--- config.mk ---
export PLATFORM = sky130hd
export DESIGN_NAME = edgeconv_sobel_stream
export DESIGN_NICKNAME = d
export VERILOG_FILES = /design/src/rtl/edgeconv_pkg.sv /design/src/rtl/edgeconv_linebuf.sv /design/src/rtl/edgeconv_sobel_stream.sv
export SDC_FILE = /design/constraint.sdc
export NUM_CORES = 1
export LEC_CHECK = 0
export CORE_MARGIN = 5
export CORE_UTILIZATION = 44
export CTS_CLUSTER_SIZE = 10
export DETAILED_ROUTE_END_ITERATION = 6
export HOLD_SLACK_MARGIN = 0.1
export MAX_ROUTING_LAYER = met4
export SETUP_SLACK_MARGIN = 0.15
export SLEW_MARGIN = 25
export SYNTH_ARGS = -nofsm -noshare
export SYNTH_HDL_FRONTEND = slang
export SYNTH_SLANG_ARGS = --single-unit
--- constraint.sdc ---
create_clock -name clk -period 11.8 [get_ports clk]
set_input_delay 1.18 -clock clk [delete_from_list [all_inputs] [get_ports clk]]
set_output_delay 1.18 -clock clk [all_outputs]
set_load 0.02 [all_outputs]
--- src/rtl/edgeconv_pkg.sv ---
//==========================================================================
// edgeconv_pkg : Sobel weights, width helpers and saturation for edgeconv
// Revision 1.0
//==========================================================================
`default_nettype none

package edgeconv_pkg;

    localparam int C_SOBEL_W_EDGE = 1;
    localparam int C_SOBEL_W_MID  = 2;

    function automatic int grad_w(input int pix_w);
        return pix_w + 3;
    endfunction

    function automatic int mag_w(input int pix_w);
        return pix_w + 4;
    endfunction

    function automatic logic [31:0] saturate(input logic [31:0] mag, input int pix_w);
        logic [31:0] max_v;
        max_v = (32'd1 << pix_w) - 32'd1;
        return (mag > max_v) ? max_v : mag;
    endfunction

endpackage

`default_nettype wire

--- src/rtl/edgeconv_linebuf.sv ---
//==========================================================================
// edgeconv_linebuf : two-row IMG_W x PIX_W shift buffer, async read
// Revision 1.0
//==========================================================================
`default_nettype none

module edgeconv_linebuf
    import edgeconv_pkg::*;
#(
    parameter int IMG_W = 28,
    parameter int PIX_W = 8
) (
    input  logic                     clk,
    input  logic                     wr_en_i,
    input  logic [$clog2(IMG_W)-1:0] col_i,
    input  logic [PIX_W-1:0]         din_i,
    output logic [PIX_W-1:0]         rd0_o,
    output logic [PIX_W-1:0]         rd1_o
);

    // Contents are deliberately not reset; the row counter gates their use.
    logic [PIX_W-1:0] buf0_q [IMG_W];
    logic [PIX_W-1:0] buf1_q [IMG_W];

    always_ff @(posedge clk) begin
        if (wr_en_i) begin
            buf1_q[col_i] <= buf0_q[col_i];
            buf0_q[col_i] <= din_i;
        end
    end

    assign rd0_o = buf0_q[col_i];
    assign rd1_o = buf1_q[col_i];

endmodule

`default_nettype wire

--- src/rtl/edgeconv_sobel_stream.sv ---
//==========================================================================
// edgeconv_sobel_stream : streaming 3x3 Sobel |Gx|+|Gy| with valid/ready
// Optional binary output when EDGECONV_THRESH_EN is defined. Revision 1.0
//==========================================================================
`default_nettype none

module edgeconv_sobel_stream
    import edgeconv_pkg::*;
#(
    parameter int IMG_W  = 28,
    parameter int IMG_H  = 28,
    parameter int PIX_W  = 8,
    parameter int THRESH = 64
) (
    input  logic             clk,
    input  logic             rst_n,
    input  logic             in_valid,
    output logic             in_ready,
    input  logic             in_sof,
    input  logic [PIX_W-1:0] pixel_in,
    output logic             out_valid,
    input  logic             out_ready,
    output logic [PIX_W-1:0] edge_out,
    output logic             out_last
);

    localparam int c_grad_w = grad_w(PIX_W);
    localparam int c_mag_w  = mag_w(PIX_W);
    localparam int c_col_w  = $clog2(IMG_W);
    localparam int c_row_w  = $clog2(IMG_H);
    localparam logic [c_col_w-1:0]  c_col_last = c_col_w'(IMG_W - 1);
    localparam logic [c_row_w-1:0]  c_row_last = c_row_w'(IMG_H - 1);
    localparam logic [c_grad_w-1:0] c_w_edge   = c_grad_w'(C_SOBEL_W_EDGE);
    localparam logic [c_grad_w-1:0] c_w_mid    = c_grad_w'(C_SOBEL_W_MID);

    if (IMG_W < 3 || IMG_H < 3 || PIX_W < 1 || THRESH < 0) begin : g_param_check
        $error("edgeconv_sobel_stream: illegal parameter set");
    end

    function automatic logic [c_grad_w-1:0] wsum(input logic [PIX_W-1:0] a,
                                                 input logic [PIX_W-1:0] m,
                                                 input logic [PIX_W-1:0] b);
        return c_grad_w'(a) * c_w_edge + c_grad_w'(m) * c_w_mid + c_grad_w'(b) * c_w_edge;
    endfunction

    function automatic logic [c_grad_w-1:0] absv(input logic [c_grad_w-1:0] g);
        return g[c_grad_w-1] ? -g : g;
    endfunction

    logic [c_col_w-1:0]        col_q, col_d, w_col;
    logic [c_row_w-1:0]        row_q, row_d, w_row;
    logic [2:0][PIX_W-1:0]     win1_q, win2_q;   // [0]=top, [1]=mid, [2]=bottom
    logic                      out_valid_q, out_valid_d;
    logic [PIX_W-1:0]          edge_q, edge_d;
    logic                      last_q, last_d;
    logic                      w_accept, w_sof, w_gen, w_last;
    logic [PIX_W-1:0]          w_top, w_mid, w_edge;
    logic [c_grad_w-1:0]       w_gx, w_gy;
    logic [c_mag_w-1:0]        w_mag;

    assign in_ready = !out_valid_q || out_ready;
    assign w_accept = in_valid && in_ready;
    assign w_sof    = in_valid && in_sof;
    assign w_col    = w_sof ? '0 : col_q;
    assign w_row    = w_sof ? '0 : row_q;
    assign w_gen    = w_accept && (w_row >= c_row_w'(2)) && (w_col >= c_col_w'(2));
    assign w_last   = (w_row == c_row_last) && (w_col == c_col_last);

    edgeconv_linebuf #(
        .IMG_W (IMG_W),
        .PIX_W (PIX_W)
    ) u_linebuf (
        .clk     (clk),
        .wr_en_i (w_accept),
        .col_i   (w_col),
        .din_i   (pixel_in),
        .rd0_o   (w_mid),
        .rd1_o   (w_top)
    );

    // Left column is c-2 (win2), centre c-1 (win1), right is the live column.
    assign w_gx  = wsum(w_top, w_mid, pixel_in) - wsum(win2_q[0], win2_q[1], win2_q[2]);
    assign w_gy  = wsum(win2_q[2], win1_q[2], pixel_in) - wsum(win2_q[0], win1_q[0], w_top);
    assign w_mag = c_mag_w'(absv(w_gx)) + c_mag_w'(absv(w_gy));

`ifdef EDGECONV_THRESH_EN
    assign w_edge = (w_mag >= c_mag_w'(THRESH)) ? {PIX_W{1'b1}} : '0;
`else
    assign w_edge = PIX_W'(saturate(32'(w_mag), PIX_W));
`endif

    always_comb begin
        col_d       = col_q;
        row_d       = row_q;
        out_valid_d = out_valid_q;
        edge_d      = edge_q;
        last_d      = last_q;
        if (w_accept) begin
            if (w_col == c_col_last) begin
                col_d = '0;
                row_d = (w_row == c_row_last) ? '0 : w_row + c_row_w'(1);
            end else begin
                col_d = w_col + c_col_w'(1);
                row_d = w_row;
            end
        end
        // Output register only moves when the slot is empty or being popped.
        if (in_ready) begin
            out_valid_d = w_gen;
            last_d      = w_gen && w_last;
            if (w_gen) begin
                edge_d = w_edge;
            end
        end
    end

    always_ff @(posedge clk or negedge rst_n) begin
        if (!rst_n) begin
            col_q       <= '0;
            row_q       <= '0;
            win1_q      <= '0;
            win2_q      <= '0;
            out_valid_q <= 1'b0;
            edge_q      <= '0;
            last_q      <= 1'b0;
        end else begin
            col_q       <= col_d;
            row_q       <= row_d;
            out_valid_q <= out_valid_d;
            edge_q      <= edge_d;
            last_q      <= last_d;
            if (w_accept) begin
                win2_q <= win1_q;
                win1_q <= {pixel_in, w_mid, w_top};
            end
        end
    end

    assign out_valid = out_valid_q;
    assign edge_out  = edge_q;
    assign out_last  = last_q;

endmodule

`default_nettype wire

==> results of run 1 <==
==> metrics by stage <==
stage | cell area (sq um) | utilization [%] | worst slack (ns) | std cells | hold WS (ns)
after floorplan | 23500 | - | 3.60 | 1673 | 0.435
after global placement | 24500 | 46.5 | 1.92 | 2346 | 0.449
after detailed placement | 24500 | 46.5 | 1.81 | 2346 | 0.455
after CTS | 26200 | 49.7 | 2.45 | 2445 | 0.459
after global routing | 26200 | 49.7 | 2.01 | 2445 | 0.476
final | 26200 | 49.7 | 2.33 | 2445 | 0.462
==> state kept, by name, summed over array words and instances, names as in the netlist, 5 cells and up <==
register / cells
u_linebuf.buf1_q: 224
win2_q: 24
col_q: 5
edge_out: 8
u_linebuf.buf0_q: 224
row_q: 5
win1_q: 24
==> worst max path at each step <==
stage             start                      end  slack [ns]
3_5_place_dp     in_sof  edge_out[1]$_DFFE_PN0P_        1.81
3_3_place_gp     in_sof  edge_out[6]$_DFFE_PN0P_        1.92
4_1_cts          in_sof  edge_out[6]$_DFFE_PN0P_        2.45
5_1_grt          in_sof  edge_out[5]$_DFFE_PN0P_        2.01
6_report         in_sof  edge_out[6]$_DFFE_PN0P_        2.33
2_1_floorplan  in_valid  edge_out[0]$_DFFE_PN0P_        3.60
==> cell type report <==
class	instances	area [sq um]
flip-flops and latches	516	15200
clock inverters	6	71.3
repair buffers	64	539
inverters	104	390
fillers	4536	26500
clock buffers	93	1610
well taps	688	861
multi-input cells	974	7600
==> metal layers <==
metal  up-vias  global-route usage, %  routed length, um
li1       6390                      -                  -
met1      7325                   31.1              26800
met2       545                   32.6              27900
met3        79                   2.82               4500
met4         0                   4.89               1240
met5         -                      -                  0
==> worst max-delay path: cells and delay by family <==
family	cells	cell delay, ns
compound gates	13	4.30
fa+ha+maj	5	2.33
buf+inv	4	1.64
mux	1	0.43
simple gates	1	0.07
==> cells in the final DEF, fill, tap and decap left out, drive strengths merged, types with 20 or more instances in the layout <==
cell / n
a211oi: 24
a21oi: 78
a221oi: 22
buf: 42
clkbuf: 93
clkdlybuf4s50: 22
dfrtp: 68
edfxtp: 448
fa: 63
ha: 43
inv: 108
mux2: 46
mux2i: 83
nand2: 139
nand3: 30
nor2: 68
nor3: 27
o21ai: 87
o221ai: 20
o22ai: 40
xor2: 20
==> cells by family (layout without fill, tap and decap cells) <==
logic type               Yosys count  in the layout
XOR/XNOR                          33             33
multiplexers                     129            129
AND/OR/NAND/NOR                  331            331
flip-flops                       516            516
AO/OA/AOI/OAI                    375            375
buffers and inverters            183            267
adder cells (fa/ha/maj)          106            106
==> flow_metrics.py, run 1 <==
metrics = {
    "drt": {
        "firstDrtPassIters": 5,
        "drc": 0,
        "vias": 14339,
        "dr.first_iter.drc_count": 1645,
        "via_per_inst": 5.86,
        "wl_um": 60500,
        "antenna_left": 0,
        "wl_per_cell_um": 24.8,
    },
    "clock_tree": {
        "holdBufCountCts": 0,
        "cts_setup_buffers": 0,
        "cts_root_buffer": "clkbuf_16",
        "cts_resized": 0,
        "clk_pin_slew_ns": 0.06,
        "numCtsBuffers": 59,
        "cts.sinks": 516,
        "clock_path_buffers": 3,
        "clkLatencyLatePin_ns": 0.63,
        "cts_max_level": 2,
        "tritoncts": "built",
    },
    "synth": {
        "synth_xor_xnor_area_share_pct": 1.23,
        "synth_mux_area_share_pct": 5.73,
        "synth-seq-area-share_pct": 64.4,
        "synth_cell_types": 78,
        "ys_ff_latch": 516,
        "yosysTopAreaCell": "edfxtp_1",
        "synthFlopType": "edfxtp_1",
        "synthCells": 1673,
        "async_reset_ff_share_pct": 13.2,
        "syn_nets": 1792,
        "synth_enable_flop_cells": 448,
        "ys_warn_count": 0,
        "yosysMostFrequentCell": "edfxtp_1",
        "netlist.area_leader.share_pct": 57.2,
        "yosys.area_share.simple_pct": 6.46,
        "yosys.area_share.adder_pct": 7.65,
        "synth_area_per_cell_sq_um": 14.1,
        "synth_area_leaders": "edfxtp_1, dfrtp_1, fa_1",
        "synth_compound_area_share_pct": 11.0,
        "syn_area_sq_mm": 0.0235,
        "synthTopCellsByCount": "edfxtp_1, nand2_1, inv_1",
        "synth_top_family_by_area": "compound AO/OA/AOI/OAI gates",
    },
    "timing": {
        "slew_viol_final": 0,
        "slew_headroom_pct": 28.2,
        "final-setup-viol-count": 0,
        "post-route-min-period_ns": 9.47,
        "max_freq_ghz": 0.106,
        "fin_tns_setup_ns": 0,
        "finalHoldViolCount": 0,
        "skew_ns": 0.0217,
        "period_share_pct": 80.3,
        "tightest_slew_ns": 1.08,
        "rsz0062_at_grt": "false",
    },
    "grt": {
        "grt_pass1_vias": 14231,
        "grt_pass1_wl_um": 91200,
        "grt_max_degree": 69,
        "antenna_found_initial": 1,
        "grt-ovfl-total": 0,
        "grt_usage_pct": 21.4,
    },
    "outcome": {
        "status": "finished, final reports clean",
    },
    "final_layout": {
        "area_growth_pct": 11.5,
        "antenna-diode-count": 0,
        "layout-drive-gt1-share_pct": 10.6,
        "final_net_count": 1838,
    },
    "critical_path": {
        "worst-endpoint-arrival_ns": 10.01,
        "end_kind": "flip-flop",
        "cp-start-kind": "input pin",
        "path_cells": "clkdlybuf4s50_1 > a21boi_4 > inv_2 > buf_4 > a211oi_1 > o311ai_0 > a31oi_1 > fa_1 > fa_1 > fa_1 > inv_1 > ha_1 > nand2_1 > o31ai_1 > o31ai_1 > o21ai_2 > mux2_2 > fa_1 > a21o_1 > a221oi_1 > o221ai_1 > o311a_1 > o2111a_1 > a21oi_1",
        "path_class": "in2reg",
        "rr_startpoint": "col_q[0]$_DFFE_PN0P_",
        "cp_data_required_time_ns": 12.34,
        "cp_slowest_cell": "clkdlybuf4s50_1",
        "worstPathMaxFanout": 33,
        "reg2regPathDepth": 24,
        "crit_top_cell": "fa_1",
        "r2r-end": "edge_out[6]$_DFFE_PN0P_",
        "critPathMaxStageDelay_ns": 0.78,
        "r2r_slack_ns": 2.69,
    },
    "die": {
        "pin_count": 24,
        "core-area_sq_mm": 0.0528,
        "dieArea_sq_mm": 0.0582,
        "die_w_um": 241,
        "start_util_pct": 44.6,
        "num_rows": 84,
        "die_h_um": 241,
    },
    "placed_design": {
        "io_buffers": 23,
        "gp_congestion": 0.882,
        "place_hpwl_um": 38300,
    },
    "hold_path": {
        "hold_depth": 2,
        "min_from": "win1_q[11]$_DFFE_PN0P_",
        "min_path_type": "reg2reg",
        "holdPathEnd": "win2_q[11]$_DFFE_PN0P_",
    },
    "job": {
        "maxCapViolations": 0,
    },
}
Power of run 1 is not shown: default switching activity piles up to over one toggle a cycle in this logic, so the estimate is an artifact.
==> inputs of run 2 (changes only) <==
==> constraint.sdc (replaced) <==
create_clock -name clk -period 9.4 [get_ports clk]
set_input_delay 0.94 -clock clk [delete_from_list [all_inputs] [get_ports clk]]
set_output_delay 0.94 -clock clk [all_outputs]
set_load 0.02 [all_outputs]
==> flow_metrics.py, run 2 (synthesized netlist as in run 1, its figures left out) <==
metrics = {
    "grt": {
        "antenna_found_initial": 1,
        "grt_max_degree": 69,
        "grt_pass1_wl_um": 93300,
        "grt_pass1_vias": 14551,
        "grt_usage_pct": 22.1,
        "grt-ovfl-total": 0,
    },
    "outcome": {
        "status": "finished, final reports clean",
    },
    "clock_tree": {
        "clk_pin_slew_ns": 0.06,
        "numCtsBuffers": 59,
        "clkLatencyLatePin_ns": 0.63,
        "holdBufCountCts": 0,
        "cts_resized": 0,
        "cts.sinks": 516,
        "tritoncts": "built",
        "clock_path_buffers": 3,
        "cts_root_buffer": "clkbuf_16",
        "cts_setup_buffers": 0,
        "cts_max_level": 2,
    },
    "critical_path": {
        "r2r_slack_ns": 0.80,
        "path_class": "in2reg",
        "cp-start-kind": "input pin",
        "rr_startpoint": "col_q[1]$_DFFE_PN0P_",
        "r2r-end": "edge_out[6]$_DFFE_PN0P_",
        "worst-endpoint-arrival_ns": 9.40,
        "end_kind": "flip-flop",
        "worstPathMaxFanout": 27,
        "reg2regPathDepth": 23,
        "cp_data_required_time_ns": 9.94,
    },
    "timing": {
        "post-route-min-period_ns": 8.86,
        "slew_viol_final": 0,
        "rsz0062_at_grt": "false",
        "period_share_pct": 94.2,
        "slew_headroom_pct": 26.7,
        "tightest_slew_ns": 1.09,
        "skew_ns": 0.0273,
        "max_freq_ghz": 0.113,
        "finalHoldViolCount": 0,
        "final-setup-viol-count": 0,
    },
    "final_layout": {
        "ff_latch_area_sq_mm": 0.0152,
        "layout-drive-gt1-share_pct": 12.2,
        "area_growth_pct": 12.6,
        "final_core_util_pct": 50.2,
        "top_regs": "u_linebuf.buf0_q x224, u_linebuf.buf1_q x224",
        "final_net_count": 1870,
        "layout_common_cells": "edfxtp_1, nand2_1, inv_1, o21ai_0, mux2i_1",
        "final-instance-count-excl-fill": 2479,
        "multi_input_area_sq_mm": 0.00761,
        "final_common_cell": "edfxtp_1",
        "final.fill_count": 4514,
    },
    "job": {
        "maxCapViolations": 0,
    },
    "placed_design": {
        "dp_cells": 2377,
        "io_buffers": 23,
        "place_hpwl_um": 39900,
        "gp_congestion": 0.922,
    },
    "die": {
        "die_w_um": 241,
        "pin_count": 24,
        "num_rows": 84,
        "start_util_pct": 44.6,
        "die_h_um": 241,
        "core-area_sq_mm": 0.0528,
        "dieArea_sq_mm": 0.0582,
    },
    "drt": {
        "vias": 14507,
        "antenna_left": 0,
        "dr.first_iter.drc_count": 1537,
        "wl_per_cell_um": 24.9,
        "drc": 0,
        "wl_um": 61700,
        "firstDrtPassIters": 5,
        "via_per_inst": 5.85,
    },
    "hold_path": {
        "min_path_type": "in2async",
    },
}
run 2: cell count changes in the layout (fill, tap and decap cells not counted), moves of 2 or more:
cell / delta
clkinv_1: +4
inv_6: -3
buf_4: +32
and2_2: +2
and2_1: -2
run 2: critical path, stage by stage:
cell and delay, ns:
clkdlybuf4s50_1 0.83, buf_4 0.27, a21boi_4 0.07, inv_2 0.43
buf_4 0.38, a211oi_1 0.11, o311ai_0 0.95, a31oi_1 0.25
fa_1 0.55, fa_1 0.52, fa_1 0.49, inv_1 0.04
ha_1 0.22, a211oi_1 0.36, o31ai_1 0.17, o31ai_1 0.33
o21ai_2 0.17, mux2_2 0.33, fa_1 0.44, a21o_1 0.23
a221oi_1 0.41, o221ai_1 0.20, o311a_1 0.16, o2111a_1 0.35
a21oi_1 0.19
run 2: worst max-delay path by stage:
stage	from	to	slack (ns)	depth (start not counted)
floorplan	in_valid	edge_out[0]$_DFFE_PN0P_	1.44	24
global placement	in_valid	edge_out[1]$_DFFE_PN0P_	0.09	24
detailed placement	in_valid	edge_out[6]$_DFFE_PN0P_	-0.08	24
CTS	in_valid	edge_out[6]$_DFFE_PN0P_	0.58	24
global route	in_sof	edge_out[6]$_DFFE_PN0P_	0.21	25
finish	in_sof	edge_out[6]$_DFFE_PN0P_	0.54	25
run 2: routing by layer:
metal	share of wire, %	up-vias	global-route usage [%]
li1	-	6459	-
met1	43	7330	31.0
met2	46	602	33.5
met3	8.1	116	3.83
met4	3.1	0	6.26
met5	0	-	-
run 2: through the flow:
step                      hold WS [ns]  setup WS (ns)  TNS (ns)  area [sq um]
final                            0.455          0.541         0         26500
after CTS                        0.471          0.579         0         26500
after global routing             0.500          0.209         0         26500
after global placement           0.447         0.0860         0         24800
after floorplan                  0.435           1.44         0         23500
after detailed placement         0.456        -0.0756    -0.412         24800
run 2: final cells by class:
class / instances / area share (%)
sequential: 516 / 57.2
multi-input combinational: 975 / 28.7
clock buffer: 93 / 6.13
tap: 688 / 3.25
timing repair buffer: 95 / 2.90
inverter: 104 / 1.47
clock inverter: 7 / 0.283
antenna: 1 / 0.00944
Power of run 2 is left out for the same reason.
==> inputs of run 3 (changes only) <==
--- a/config.mk
+++ b/config.mk
@@ -5,6 +5,7 @@
 export SDC_FILE = /design/constraint.sdc
 export NUM_CORES = 1
 export LEC_CHECK = 0
+export ABC_CLOCK_PERIOD_IN_PS = 9400
 export CORE_MARGIN = 5
 export CORE_UTILIZATION = 44
 export CTS_CLUSTER_SIZE = 10
==> results of run 3 <==
The final DEF is identical to that of run 2; final timing and power are the same.
Power of run 3 is left out for the same reason.
==> RTL edit 1, RTL diff (flow settings as in run 2) <==
The parameter `IMG_H` goes from 28 to 42.
--- a/src/rtl/edgeconv_sobel_stream.sv
+++ b/src/rtl/edgeconv_sobel_stream.sv
@@ -10,3 +10,3 @@
     parameter int IMG_W  = 28,
-    parameter int IMG_H  = 28,
+    parameter int IMG_H  = 42,
     parameter int PIX_W  = 8,
Formal check against the unedited RTL: same outputs for any inputs over 10 cycles, from zero or initial values and one cycle with rst_n low; that may be too few to reach the edited logic, so the function may still have changed.
==> RTL edit 1 against run 2 <==
  * Sequential cell count increased by 1
  * Worst hold slack worse by 0.13 ns
  * Area after synthesis up 0.70%
  * Critical endpoint is now edge_out[2]
  * Critical path depth grew 5
  * Die area grew 0.67%
  * Routed wire length is 2.8% higher
  * Worst setup slack better by 0.097 ns
  * Final area grew 0.71%
Power is not shown: default switching activity piles up to over one toggle a cycle in this logic, so the estimate is an artifact.
==> RTL edit 1: results (changes against run 2) <==
| Metric | Value |
|---|---|
| Status | completed (unchanged) |
| Reg2reg path depth | 26 (was 23) |
| Routed wl met3 | 4683 um (was 4996 um) |
| Area fraction in compound gates after synthesis | 0.1084 (was 0.1098) |
| Worst-margin pin slew | 1.044 ns (was 1.085 ns) |
| 1st-pass router iterations | 7 (was 5) |
| Crit-path max cell delay | 0.68 ns (was 0.95 ns) |
| Final WS setup | 0.6385 ns (was 0.5411 ns) |
| Top post-synthesis cells by count | edfxtp_1, nand2_1, inv_1 (unchanged) |
| Nets | 1,861 (was 1,870) |
| Dpl hpwl | 40,910 um (was 39,870 um) |
| Largest delay share family, worst path | adder cells (was compound AO/OA/AOI/OAI gates) |
| RR Endpoint | edge_out[2] (was edge_out[6]) |
| Placed Instances | 2,376 (was 2,377) |
| Synth Area in XOR/XNOR | 0.01220 (was 0.01229) |
| Largest net degree at the start of global routing | 82 (was 69) |
| Reg2reg setup slack | 0.92 ns (was 0.80 ns) |
| Post-synthesis adder-cell area fraction | 0.07647 (was 0.07648) |
| Asr flop ratio synth | 0.1335 (was 0.1318) |
| Vias in the first global route | 14,700 (was 14,550) |
| FF-to-FF Start | col_q[2] (was col_q[1]) |
| Fin Hold WS | 0.3290 ns (was 0.4549 ns) |
| Post-DP Area | 0.02496 sq mm (was 0.02477 sq mm) |
| Worst Clk Skew | 0.03415 ns (was 0.02733 ns) |
| Syn nets | 1,800 (was 1,792) |
-- RTL edit 1: cell types whose count changed after synthesis, moves of 10 or more --
cell	change
a21oi_1	-32
a221o_1	-10
a222oi_1	+10
and2_1	+10
and3_1	+11
buf_2	+12
clkbuf_1	+12
nand3_1	-11
nor3_1	-12
o21ai_0	-21
o32ai_1	+14
-- RTL edit 1: logic make-up (layout without fill, tap and decap cells) --
family	after synthesis	count (layout)
DFF	517	517
AOI/OAI and AO/OA	353	353
and+or+nand+nor	346	346
buffers and inverters	196	293
muxes	128	128
adders and majority gates	107	107
xor gates and xnor gates	33	33
-- RTL edit 1: area by class of cell --
class | count | area (sq um) | area share
well taps | 696 | 870.8 | 0.03264
flip-flops and latches | 517 | 15190 | 0.5692
multi-input cells | 967 | 7741 | 0.2901
inverters | 106 | 399.1 | 0.01496
clock inverters | 5 | 93.84 | 0.003517
repair buffers | 90 | 759.5 | 0.02846
clock buffers | 92 | 1630 | 0.06110
==> RTL edit 2, RTL diff (config.mk and constraints of run 2) <==
Made on the original files. Make the reset (`rst_n`) synchronous in one clocked block. Comments in the files are not updated.
--- a/src/rtl/edgeconv_sobel_stream.sv
+++ b/src/rtl/edgeconv_sobel_stream.sv
@@ -116,3 +116,3 @@
 
-    always_ff @(posedge clk or negedge rst_n) begin
+    always_ff @(posedge clk) begin
         if (!rst_n) begin
Formal check against the unedited RTL: same outputs for any inputs over 10 cycles, from zero or initial values and one cycle with rst_n low; that may be too few to reach the edited logic, so the function may still have changed.
==> RTL edit 2 against run 2 <==
  * First-iteration DRC count decreased by 10%
  * Worst hold slack got worse by 0.0029 ns
  * Area after synthesis increased by 2.8%
  * Worst setup slack improved by 0.51 ns
  * Routed wire length increased by 3.3%
  * Final area increased by 2.2%
  * Sequential cell count unchanged
  * Final cell count increased by 7.9%
  * Critical endpoint is now edge_out[7]
==> RTL edit 2: results (changes against run 2) <==
| Metric | Value |
|---|---|
| Status | completed (unchanged) |
| Worst Clk Skew | 0.01128 ns (was 0.02733 ns) |
| Sequential fraction of the synthesis area | 0.6124 (was 0.6442) |
| Share of layout cells above drive strength 1 | 0.1060 (was 0.1218) |
| Clock slew at reported path FFs | 0.06 ns (about the same) |
| Mapped Avg Cell Area | 12.75 sq um (was 14.06 sq um) |
| Placed Instances | 2,576 (was 2,377) |
| Worst-margin pin slew | 1.087 ns (was 1.085 ns) |
| Vias in the first global route | 15,410 (was 14,550) |
| Number of buffers inserted by hold repair at cts | 0 (unchanged) |
| Initial antenna violation count | 2 (was 1) |
| Count of cell types in the netlist | 72 (was 78) |
| CTS buffer count | 59 (unchanged) |
| Critical path capture point type | flip-flop (unchanged) |
| Vias per cell | 5.806 (was 5.852) |
| DR WL/cell | 23.83 um (was 24.90 um) |
| Gp weighted congestion | 0.8910 (was 0.9217) |
| Asr flop ratio synth | 0 (was 0.1318) |
| Crit path max fanout | 15 (was 27) |
| GRT Util Overall | 0.2178 (was 0.2206) |
| DRT iter0 DRCs | 1,379 (was 1,537) |
| First-pass GRT wire length | 96,300 um (was 93,320 um) |
| CP max-delay cell | clkdlybuf4s50_1 (was o311ai_0) |
| Port Buffers | 23 (unchanged) |
| Crit-path max cell delay | 0.71 ns (was 0.95 ns) |
| Post-DP Area | 0.02533 sq mm (was 0.02477 sq mm) |
| EDFF count, synth | 448 (unchanged) |
| Syn nets | 2,017 (was 1,792) |
| Nets | 2,052 (was 1,870) |
| Hold Crit Class | reg2reg (was in2async) |
| Largest net degree at the start of global routing | 125 (was 69) |
| # diodes | 0 (was 1) |
| Finished Layout Cells | 2,676 (was 2,479) |
| Max clock buf depth | 3 (unchanged) |
| Place WS | 0.5222 ns (was -0.07557 ns) |
| Crit path DAT | 8.84 ns (was 9.40 ns) |
| Top post-synthesis cells by count | edfxtp_1, nor2_1, nand2_1 (was edfxtp_1, nand2_1, inv_1) |
| Dpl hpwl | 40,710 um (was 39,870 um) |
| Top post-synthesis cells by area | edfxtp_1, dfxtp_1, fa_1, nor2_1, mux2i_1 (was edfxtp_1, dfrtp_1, fa_1, mux2i_1, ha_1) |
RTL edit 2: changes by cell type in the layout (fill, tap and decap cells not counted), sizes merged, moves of 12 or more:
cell	delta
nor2	+129
dfrtp	-68
dfxtp	+68
a21boi	+36
a21oi	+29
o21ai	-25
o21a	+14
mux2	-13
and2	+12
inv	-12
o22ai	+12
RTL edit 2: worst min-delay path: stages (launching register included):
cell and delay [ns]:
dfxtp_1 0.31, nand3_1 0.06, nand2_1 0.04
RTL edit 2: area by class of cell:
type / instances / area, sq um
fillers: 4674 / 27690
flip-flops and latches: 516 / 14820
multi-input cells: 1181 / 8539
clock buffers: 96 / 1667
well taps: 704 / 880.8
repair buffers: 83 / 735.7
inverters: 92 / 345.3
clock inverters: 4 / 93.84
RTL edit 2: through the flow:
step / hold WS (ns) / power (mW) / util
finish: 0.4520 / 7.561 / 0.4945
global route: 0.4908 / 8.062 / 0.4945
CTS: 0.4543 / 7.628 / 0.4945
detailed placement: 0.4464 / 5.481 / 0.4624
global placement: 0.4394 / 5.476 / 0.4617
floorplan: 0.4304 / 4.876 / -
RTL edit 2: power breakdown:
part | total, mW | switching (mW) | internal, mW
clock network | 2.13 | 0.878 | 1.25
logic | 2.87 | 1.67 | 1.21
registers | 2.56 | 0.0205 | 2.54
total | 7.56 | 2.56 | 5.00
RTL edit 2: final timing paths:
path,start,to,slack [ns],depth (start not counted)
setup / recovery,in_sof,edge_out[7],1.05,28
hold / removal,win1_q[15],win1_q[15],0.45,2
setup reg to reg,col_q[0],edge_out[7],1.23,27
hold reg to reg,win1_q[15],win1_q[15],0.45,2
RTL edit 2: metal layers:
metal  vias to the layer above  wire length [um]  GRT usage
met1                      7798             26540     0.2801
met3                       107              4982    0.04721
met4                         0              2059    0.07079
met5                         -                 0          -
met2                       544             30200     0.3489
li1                       7089                 -          -
RTL edit 2: kinds of logic (layout without fill, tap and decap cells):
logic type,after synthesis,in the layout,synth area share
and+or+nand+nor,480,480,0.08757
adders and majority gates,106,106,0.07438
DFF,516,516,0.6124
AOI/OAI and AO/OA,450,450,0.1269
buffers and inverters,201,275,0.03688
muxes,109,109,0.04888
xor gates and xnor gates,36,36,0.01303
